### config.mk
export PLATFORM = sky130hd
export DESIGN_NAME = rvvi_stdin_responder
export DESIGN_NICKNAME = d
export VERILOG_FILES = /design/src/rtl/rvvi_stdin_responder.sv
export SDC_FILE = /design/constraint.sdc
export NUM_CORES = 1
export LEC_CHECK = 0
export CAP_MARGIN = 30
export CORE_UTILIZATION = 30
export DETAILED_ROUTE_END_ITERATION = 10
export GPL_TIMING_DRIVEN = 0
export PLACE_DENSITY = 0.58
export SLEW_MARGIN = 20
export SYNTH_ARGS = -nofsm -noshare
export SYNTH_HDL_FRONTEND = slang
export SYNTH_SLANG_ARGS = --single-unit
### constraint.sdc
create_clock -name Clk -period 3.79 [get_ports Clk]
set_input_delay 0.379 -clock Clk [delete_from_list [all_inputs] [get_ports Clk]]
set_output_delay 0.379 -clock Clk [all_outputs]
set_load 0.02 [all_outputs]
### src/rtl/rvvi_stdin_responder.sv
// Console-input device on the RVVI data bus: host bytes queue in a FIFO, software pops them via DATA_ADDR.
// Optional receive interrupt is compiled in with `define STDIN_IRQ_EN.
module rvvi_stdin_responder #(
   parameter logic [31:0] DATA_ADDR   = 32'h0000_1000,
   parameter logic [31:0] STATUS_ADDR = 32'h0000_1004,
   parameter int          DEPTH       = 16,
   parameter logic [31:0] EOF_VALUE   = 32'hFFFF_FFFF
) (
   input  logic        Clk,
   input  logic        Resetn,
   input  logic        InValid,
   input  logic [7:0]  InData,
   output logic        InReady,
   input  logic [31:0] DAddr,
   input  logic        Drd,
   input  logic        Dwr,
   input  logic [31:0] DData,
   output logic        RdValid,
   output logic [31:0] RdData,
   output logic        RxIrq
);

   localparam int PW = $clog2(DEPTH);
   localparam int CW = PW + 1;

   logic [7:0]    mem [DEPTH];
   logic [PW-1:0] rd_ptr, wr_ptr;
   logic [CW-1:0] count, count_nxt;
   logic [7:0]    drop_cnt, drop_base;
   logic          irq_en;
   logic          full, empty, push, pop, drop;
   logic          hit_data, hit_stat, wr_stat;
   logic [31:0]   status;
   logic          unused_ok;

   assign full    = (count == CW'(DEPTH));
   assign empty   = (count == '0);
   assign InReady = !full;

   // A full FIFO drops the byte even when a pop frees a slot this cycle.
   assign push = InValid && !full;
   assign drop = InValid && full;

   assign hit_data = Drd && (DAddr == DATA_ADDR);
   assign hit_stat = Drd && (DAddr == STATUS_ADDR);
   assign wr_stat  = Dwr && (DAddr == STATUS_ADDR);
   assign pop      = hit_data && !empty;

   assign status = {drop_cnt, 8'h00, 8'(count), 5'b0, irq_en, full, empty};

   always_comb begin
      count_nxt = count;
      case ({push, pop})
         2'b10:   count_nxt = count + 1'b1;
         2'b01:   count_nxt = count - 1'b1;
         default: count_nxt = count;
      endcase
   end

   always_ff @(posedge Clk or negedge Resetn) begin
      if (!Resetn) begin
         rd_ptr <= '0;
         wr_ptr <= '0;
         count  <= '0;
      end else begin
         if (push) wr_ptr <= wr_ptr + 1'b1;
         if (pop)  rd_ptr <= rd_ptr + 1'b1;
         count <= count_nxt;
      end
   end

   always_ff @(posedge Clk) begin
      if (push) mem[wr_ptr] <= InData;
   end

   // Clear takes effect first so a drop in the same cycle is still counted.
   assign drop_base = (wr_stat && DData[0]) ? 8'h00 : drop_cnt;

   always_ff @(posedge Clk or negedge Resetn) begin
      if (!Resetn)                           drop_cnt <= 8'h00;
      else if (drop && drop_base != 8'hFF)   drop_cnt <= drop_base + 8'h01;
      else                                   drop_cnt <= drop_base;
   end

   // Response snapshots pre-update state; RdData holds between responses.
   always_ff @(posedge Clk or negedge Resetn) begin
      if (!Resetn) begin
         RdValid <= 1'b0;
         RdData  <= 32'h0;
      end else begin
         RdValid <= hit_data || hit_stat;
         if (hit_data)      RdData <= empty ? EOF_VALUE : {24'h0, mem[rd_ptr]};
         else if (hit_stat) RdData <= status;
      end
   end

`ifdef STDIN_IRQ_EN
   always_ff @(posedge Clk or negedge Resetn) begin
      if (!Resetn) begin
         irq_en <= 1'b0;
         RxIrq  <= 1'b0;
      end else begin
         if (wr_stat) irq_en <= DData[2];
         RxIrq <= irq_en && (count_nxt != '0);
      end
   end
   assign unused_ok = ^{DData[31:3], DData[1]};
`else
   assign irq_en    = 1'b0;
   assign RxIrq     = 1'b0;
   assign unused_ok = ^DData[31:1];
`endif

endmodule

==> metrics.md, run 1 <==
| Metric | Value |
|---|---|
| Status | `finished, final reports clean` |
| Final worst-path cycle share | `91.82%` |
| Slew Viols, Final | `0` |
| Placer Congestion | `0.7941` |
| Area contributors post-synth | `edfxtp_1, dfrtp_1, mux4_2` |
| Final nets | `673` |
| Yosys top cell area share | `52.42%` |
| Yosys synthesis warning count | `0` |
| Max stage delay on crit path | `0.42 ns` |
| CTS Root Cell | `clkbuf_16` |
| DP Cell Count | `880` |
| Crit path kind | `in -> reg` |
| Wire length per cell | `17.62 um` |
| Power per Cell Area | `497.3 nW/um2` |
| CP Launch Type | `input port` |
| Max IR drop VDD | `0.0002300 V` |
| Reg clk slew, reported paths | `0.07 ns` |
| Final setup vio count | `0` |
| Syn_nets | `567` |
| Min-delay worst type | `in -> async` |
| Total wire length | `16.18 mm` |
| Initial drt markers | `347` |
| Total Die Area | `25070 um2` |
| Antenna violations before repair | `0` |
| Initial Util | `30.87%` |
| Post-synth top area cell | `edfxtp_1` |
| Max-cap violations | `0` |
| Mapped Area | `7332 um2` |
| Routed Antenna Nets | `0` |
| Critical path, cell by cell | `clkdlybuf4s50_1 -> nor4_1 -> nand4_1 -> or3_1 -> buf_6 -> nor3_4 -> ha_1 -> clkbuf_1 -> xor2_1 -> ha_1 -> inv_1 -> o21ai_0 -> a21o_1 -> a221oi_1 -> xor2_1` |
| Final worst path period need | `3.480 ns` |
| Fin. Hold Viols | `0` |
| Crit-path max FO | `10` |
| Final HPWL DP | `11.35 mm` |
| RSZ-0062 raised after global routing | `false` |
| Grt total ovfl | `0` |
| Syn Area/Cell | `15.28 um2` |
| Final cell count without fillers | `918` |
| Die H | `158.3 um` |
| Mean number of vias per cell | `4.807` |
| Post-CTS setup buffer count | `0` |
| Core Region | `23750 um2` |
| H-tree depth | `4` |
| Clock Skew | `0.009664 ns` |
| Cell Rows | `56` |
| Pin count of the biggest net entering global routing | `30` |
| Fmax | `287.4 MHz` |
| Syn-to-layout area delta | `24.97%` |
| Post-synthesis register bit count | `172` |
| Critical Path AT | `3.83 ns` |
| Post-synth top flop | `edfxtp_1` |
| Asr flop ratio synth | `25.58%` |
| CP endpoint kind | `flip-flop` |
| Port bufs | `79` |
| Tot Pwr | `4556 uW` |
| Worst slew pin tran | `0.9635 ns` |
| CTS sink cnt | `172` |
| Synth cell types | `54` |
| Crit path max-delay cell type | `clkdlybuf4s50_1` |
| Layout cells sized above 1 | `19.20%` |
| Critical path required time | `4.14 ns` |
| CTS tree | `yes` |
| CTS Buf Count | `17` |
| Synth Instances | `480` |
| Io pins | `112` |
| N_diodes | `0` |
| DRC violation count after routing | `0` |
| Gr usage total | `13.83%` |
| Clk_lat worst skew | `0.43 ns` |
| Leak pwr | `0.003204 uW` |
| DRT Pass-1 Iters | `4` |
| Post-synthesis sequential area ratio | `67.44%` |
| Final core utilization | `38.57%` |
| Number of synthesized flops with an enable pin | `128` |
| Clk buf depth | `2` |
| Chip width | `158.3 um` |
| Global-route wire length before repair | `25.10 mm` |
| Slew margin rel. | `35.53%` |
| Via count | `4413` |
| Vias in the first global route | `4460` |
[worst paths after layout]
kind | from | to | slack, ns | cells past startpoint
max | DAddr[29] | count[4]$_DFFE_PN0P_ | 0.31 | 15
max in group asynchronous | Resetn | RdData[7]$_DFFE_PN0P_ | 2.85 | 3
min | Resetn | wr_ptr[0]$_DFFE_PN0P_ | 0.43 | 2
max reg2reg | count[1]$_DFFE_PN0P_ | count[4]$_DFFE_PN0P_ | 0.46 | 15
min reg2reg | RdData[6]$_DFFE_PN0P_ | RdData[6]$_DFFE_PN0P_ | 0.51 | 1
min in group Clk | RdData[6]$_DFFE_PN0P_ | RdData[6]$_DFFE_PN0P_ | 0.51 | 1
[flip-flops by register name (all words and copies together), names as in the netlist]
name	count
RdValid	1
wr_ptr	4
count	5
RdData	22
drop_cnt	8
mem	128
rd_ptr	4
[routing by layer]
metal  routed length [um]  track usage [%]  share of wire (%)  vias to the layer above
li1                     -                -                  -                     2039
met1                 7207            18.38                 45                     2198
met2                 7700            22.01                 48                      158
met3                 1071            3.457                6.6                       18
met4                  199            4.670                1.2                        0
met5                    0                0                  0                        -
[power by group]
group / switching (uW) / total [uW] / internal, uW
logic: 412 / 659 / 248
registers: 70.4 / 2300 / 2230
clock network: 745 / 1600 / 856
[Yosys cell counts (4+ instances only)]
| cell | instances |
|---|---|
| mux4_2 | 25 |
| o22ai_1 | 7 |
| xor2_1 | 6 |
| a211oi_1 | 7 |
| inv_1 | 8 |
| nor3_1 | 10 |
| dfrtp_1 | 44 |
| buf_2 | 11 |
| nor2_1 | 43 |
| mux2i_1 | 15 |
| nand2_1 | 22 |
| nand3_1 | 5 |
| a21oi_1 | 28 |
| nor2b_1 | 4 |
| nand4_1 | 6 |
| nor4_1 | 5 |
| buf_4 | 14 |
| edfxtp_1 | 128 |
| ha_1 | 10 |
| a22oi_1 | 8 |
| o21ai_0 | 4 |
| clkbuf_1 | 9 |
| a22o_2 | 6 |
| xnor2_1 | 9 |
[kinds of logic after synthesis]
group,synth area share (%)
flops,67.44
simple gates,8.311
compound gates,6.587
buf+inv,3.720
mux,10.39
xor+xnor,1.792
fa+ha+maj,1.706
other cells,0.05115
[layout by cell type, fill, tap and decap left out, types with 6 or more instances in the layout]
master	netlist	routed
dfrtp_1	44	44
a211oi_1	7	7
ha_1	10	10
xnor2_1	9	9
inv_1	8	8
nor3_1	10	6
nand4_1	6	6
clkdlybuf4s50_1	0	78
a21oi_1	28	28
mux2i_1	15	15
clkbuf_1	9	11
a22oi_1	8	8
edfxtp_1	128	128
a22o_2	6	6
xor2_1	6	6
nand2_1	22	22
clkbuf_16	0	17
o22ai_1	7	7
mux4_2	25	25
buf_4	14	20
nor2_1	43	43
buf_2	11	12
[layout make-up]
type,count,area [um2]
buffer,40,239.0
clock buffer,19,432.9
clock inverter,13,117.6
fill,2175,14590
inverter,9,33.78
multi-input combinational,259,2135
sequential,172,4945
tap,319,399.1
timing repair buffer,87,860.8
[worst max-delay path, delay by kind of cell]
family / cells / cell delay [ns]
AOI/OAI and AO/OA: 3 / 0.65
and+or+nand+nor: 4 / 1.11
xor gates and xnor gates: 2 / 0.28
adders and majority gates: 2 / 0.46
buffers and inverters: 4 / 0.92
[metrics by stage]
stage                     hold WS, ns  setup WS [ns]  area (um2)  setup TNS [ns]
after floorplan               0.08341         0.7376        7332               0
after global placement         0.4943      -0.005358        8522       -0.005358
after detailed placement       0.3452        -0.1476        8564         -0.1476
after CTS                      0.4216         0.2940        9125               0
after global routing           0.4653        0.05971        9163               0
final                          0.4319         0.3101        9163               0
[timing repair]
item                                   CTS  global route
endpoints found under the hold margin   15             0
hold buffers                             1             0
gates resized for setup                  0             0
Power figures use the tool's default switching activity.
==> run 2: changes to the inputs <==
--- a/config.mk
+++ b/config.mk
@@ -6,6 +6,7 @@
 export NUM_CORES = 1
 export LEC_CHECK = 0
 export CAP_MARGIN = 30
+export CORE_MARGIN = 4
 export CORE_UTILIZATION = 30
 export DETAILED_ROUTE_END_ITERATION = 10
 export GPL_TIMING_DRIVEN = 0
==> run 2 against run 1 <==
Effect of this change:
- critical path depth stayed put
- clock skew increased by 0.0012 ns
- core utilization decreased by 0.053 points
- combinational power barely moved
- via count is 0.34% higher
- cell count fell by 0.11%
- sequential share of layout area grew 0.074 points
- critical endpoint unchanged
- largest cell class unchanged
- largest power group unchanged
==> metrics.md, run 2 (synthesis results as in run 1) <==
| Metric | Value |
|---|---|
| DRT Pass-1 Iters | `5 (+1)` |
| Commonest non-fill, non-tap cell in the layout | `edfxtp_1` |
| CP endpoint kind | `flip-flop` |
| Leak pwr | `0.003219 uW (+0.47%)` |
| H-tree depth | `4 (unchanged)` |
| Power per Cell Area | `496.4 nW/um2 (-0.17%)` |
| Reg2Reg Setup Slack | `0.54 ns (+0.08 ns)` |
| Post-route cell area | `9150 um2 (-0.14%)` |
| Routed Antenna Nets | `0 (unchanged)` |
| Port bufs | `79 (unchanged)` |
| Clk_lat worst skew | `0.42 ns (about the same)` |
| Placed cell area | `8587 um2 (+0.26%)` |
| Min-delay worst type | `in -> async` |
| Biggest regs | `mem x128, RdData x22, drop_cnt x8` |
| Max-cap violations | `0 (unchanged)` |
| Fmax | `297.1 MHz (+3.4%)` |
| Core Region | `23750 um2 (unchanged)` |
| Tot Pwr | `4543 uW (-0.31%)` |
| CTS sink cnt | `172 (unchanged)` |
| Final worst path period need | `3.366 ns (-0.1137 ns)` |
| Final setup vio count | `0 (unchanged)` |
| Grt total ovfl | `0 (unchanged)` |
| Clock Skew | `0.01082 ns (+0.001158 ns)` |
| DRC violation count after routing | `0 (unchanged)` |
| Critical path required time | `4.13 ns (about the same)` |
| Io pins | `112 (unchanged)` |
| Syn-to-layout area delta | `24.80%` |
| Gr usage total | `12.62% (-1.2 points)` |
| Crit path kind | `in -> reg` |
| Layout cells sized above 1 | `19.57% (+0.37 points)` |
| Total Die Area | `27010 um2 (+7.7%)` |
| Final HPWL DP | `11.78 mm (+3.8%)` |
| Final worst-path cycle share | `88.82% (-3.0 points)` |
| Total wire length | `16.61 mm (+2.7%)` |
| CP Launch Type | `input port` |
| Worst slew pin tran | `1.024 ns (+0.06075 ns)` |
| Biggest register | `mem` |
| Initial drt markers | `234 (-33%)` |
| Placer Congestion | `0.7935 (about the same)` |
| Reg clk slew, reported paths | `0.06 ns (about the same)` |
| Cell Rows | `56 (unchanged)` |
| CTS Root Cell | `clkbuf_16` |
| CTS tree | `yes` |
| Via count | `4428 (+0.34%)` |
| RSZ-0062 raised after global routing | `false` |
| Fin. Hold Viols | `0 (unchanged)` |
| Global-route wire length before repair | `25.39 mm (+1.2%)` |
| Wire length per cell | `18.12 um (+2.8%)` |
| Largest register FFs | `128 (unchanged)` |
| Clk buf depth | `2 (unchanged)` |
| Status | `finished, final reports clean` |
| Commonest cells after routing, fill and taps aside | `edfxtp_1, clkdlybuf4s50_1, dfrtp_1` |
| N_diodes | `0 (unchanged)` |
| Critical Path AT | `3.71 ns (-0.12 ns)` |
| Chip width | `164.3 um (+3.8%)` |
| Slew Viols, Final | `0 (unchanged)` |
| Die H | `164.3 um (+3.8%)` |
| DP Cell Count | `883 (+0.34%)` |
| Max IR drop VDD | `0.0003280 V (+43%)` |
| Slew margin rel. | `31.46% (-4.1 points)` |
| Antenna violations before repair | `0 (unchanged)` |
| Initial Util | `30.87% (unchanged)` |
| Final nets | `673 (unchanged)` |
| Pin count of the biggest net entering global routing | `32 (+6.7%)` |
| CTS Buf Count | `17 (unchanged)` |
| Vias in the first global route | `4452 (-0.18%)` |
| Crit-path max FO | `10 (unchanged)` |
| Final cell count without fillers | `917 (-0.11%)` |
| Mean number of vias per cell | `4.829 (+0.45%)` |
==> run 2: cell types whose count changed in the layout (fill, tap and decap cells not counted) <==
cell	delta
clkinv_4	-1
clkinvlp_4	-3
clkinv_8	-1
clkbuf_2	+1
clkbuf_1	-3
clkinv_2	+3
inv_6	+3
==> run 2: final cells by class <==
cell class	instances	area [um2]
Inverter	9	33.78
Clock buffer	17	425.4
Timing Repair Buffer	87	860.8
Multi-Input combinational cell	259	2135
Buffer	40	240.2
Tap cell	319	399.1
Clock inverter	14	111.4
Sequential cell	172	4945
Fill cell	2170	14600
==> run 2: layer usage <==
metal	share of wire, %	track usage (%)
met1	44	16.44
met2	47	20.34
met3	6.7	3.538
met4	1.8	4.270
met5	0	0
==> run 2: critical path: stages <==
cell and delay (ns):
clkdlybuf4s50_1 0.41, nor4_1 0.31, nand4_1 0.18, or3_1 0.35, buf_6 0.16, nor3_4 0.27, ha_1 0.23, clkbuf_2 0.20
xor2_1 0.09, ha_1 0.22, inv_1 0.06, o21ai_0 0.07, a21o_1 0.19, a221oi_1 0.40, xor2_1 0.18
==> run 2: worst paths after layout <==
kind | startpoint | endpoint | cells past startpoint
max in group asynchronous | Resetn | RdData[7]$_DFFE_PN0P_ | 3
hold reg to reg | RdData[7]$_DFFE_PN0P_ | RdData[7]$_DFFE_PN0P_ | 1
setup reg to reg | count[1]$_DFFE_PN0P_ | count[4]$_DFFE_PN0P_ | 15
hold / removal | Resetn | wr_ptr[2]$_DFFE_PN0P_ | 2
min in group Clk | RdData[7]$_DFFE_PN0P_ | RdData[7]$_DFFE_PN0P_ | 1
setup / recovery | DAddr[24] | count[4]$_DFFE_PN0P_ | 15
==> run 2: power breakdown <==
group          switching (uW)  internal (uW)
clock network             739            848
registers                69.5           2230
logic                     413            247
total                    1220           3320
==> run 2: per-stage QoR <==
step	setup WS, ns	setup TNS, ns	util (%)	hold slack [ns]
floorplan	0.7376	0	-	0.08341
global placement	-0.08175	-0.08175	35.88	0.4937
detailed placement	-0.1922	-0.1922	36.15	0.3218
CTS	0.2507	0	38.45	0.4012
global route	0.07041	0	38.52	0.4504
finish	0.4238	0	38.52	0.4096
==> run 2: repair_timing <==
| item | in CTS | in global routing |
|---|---|---|
| hold buffers | 1 | 0 |
| gates resized for setup | 0 | 2 |
| endpoints found under the setup margin | 0 | 1 |
| buffers inserted | 0 | 0 |
| hold endpoints to repair | 13 | 0 |
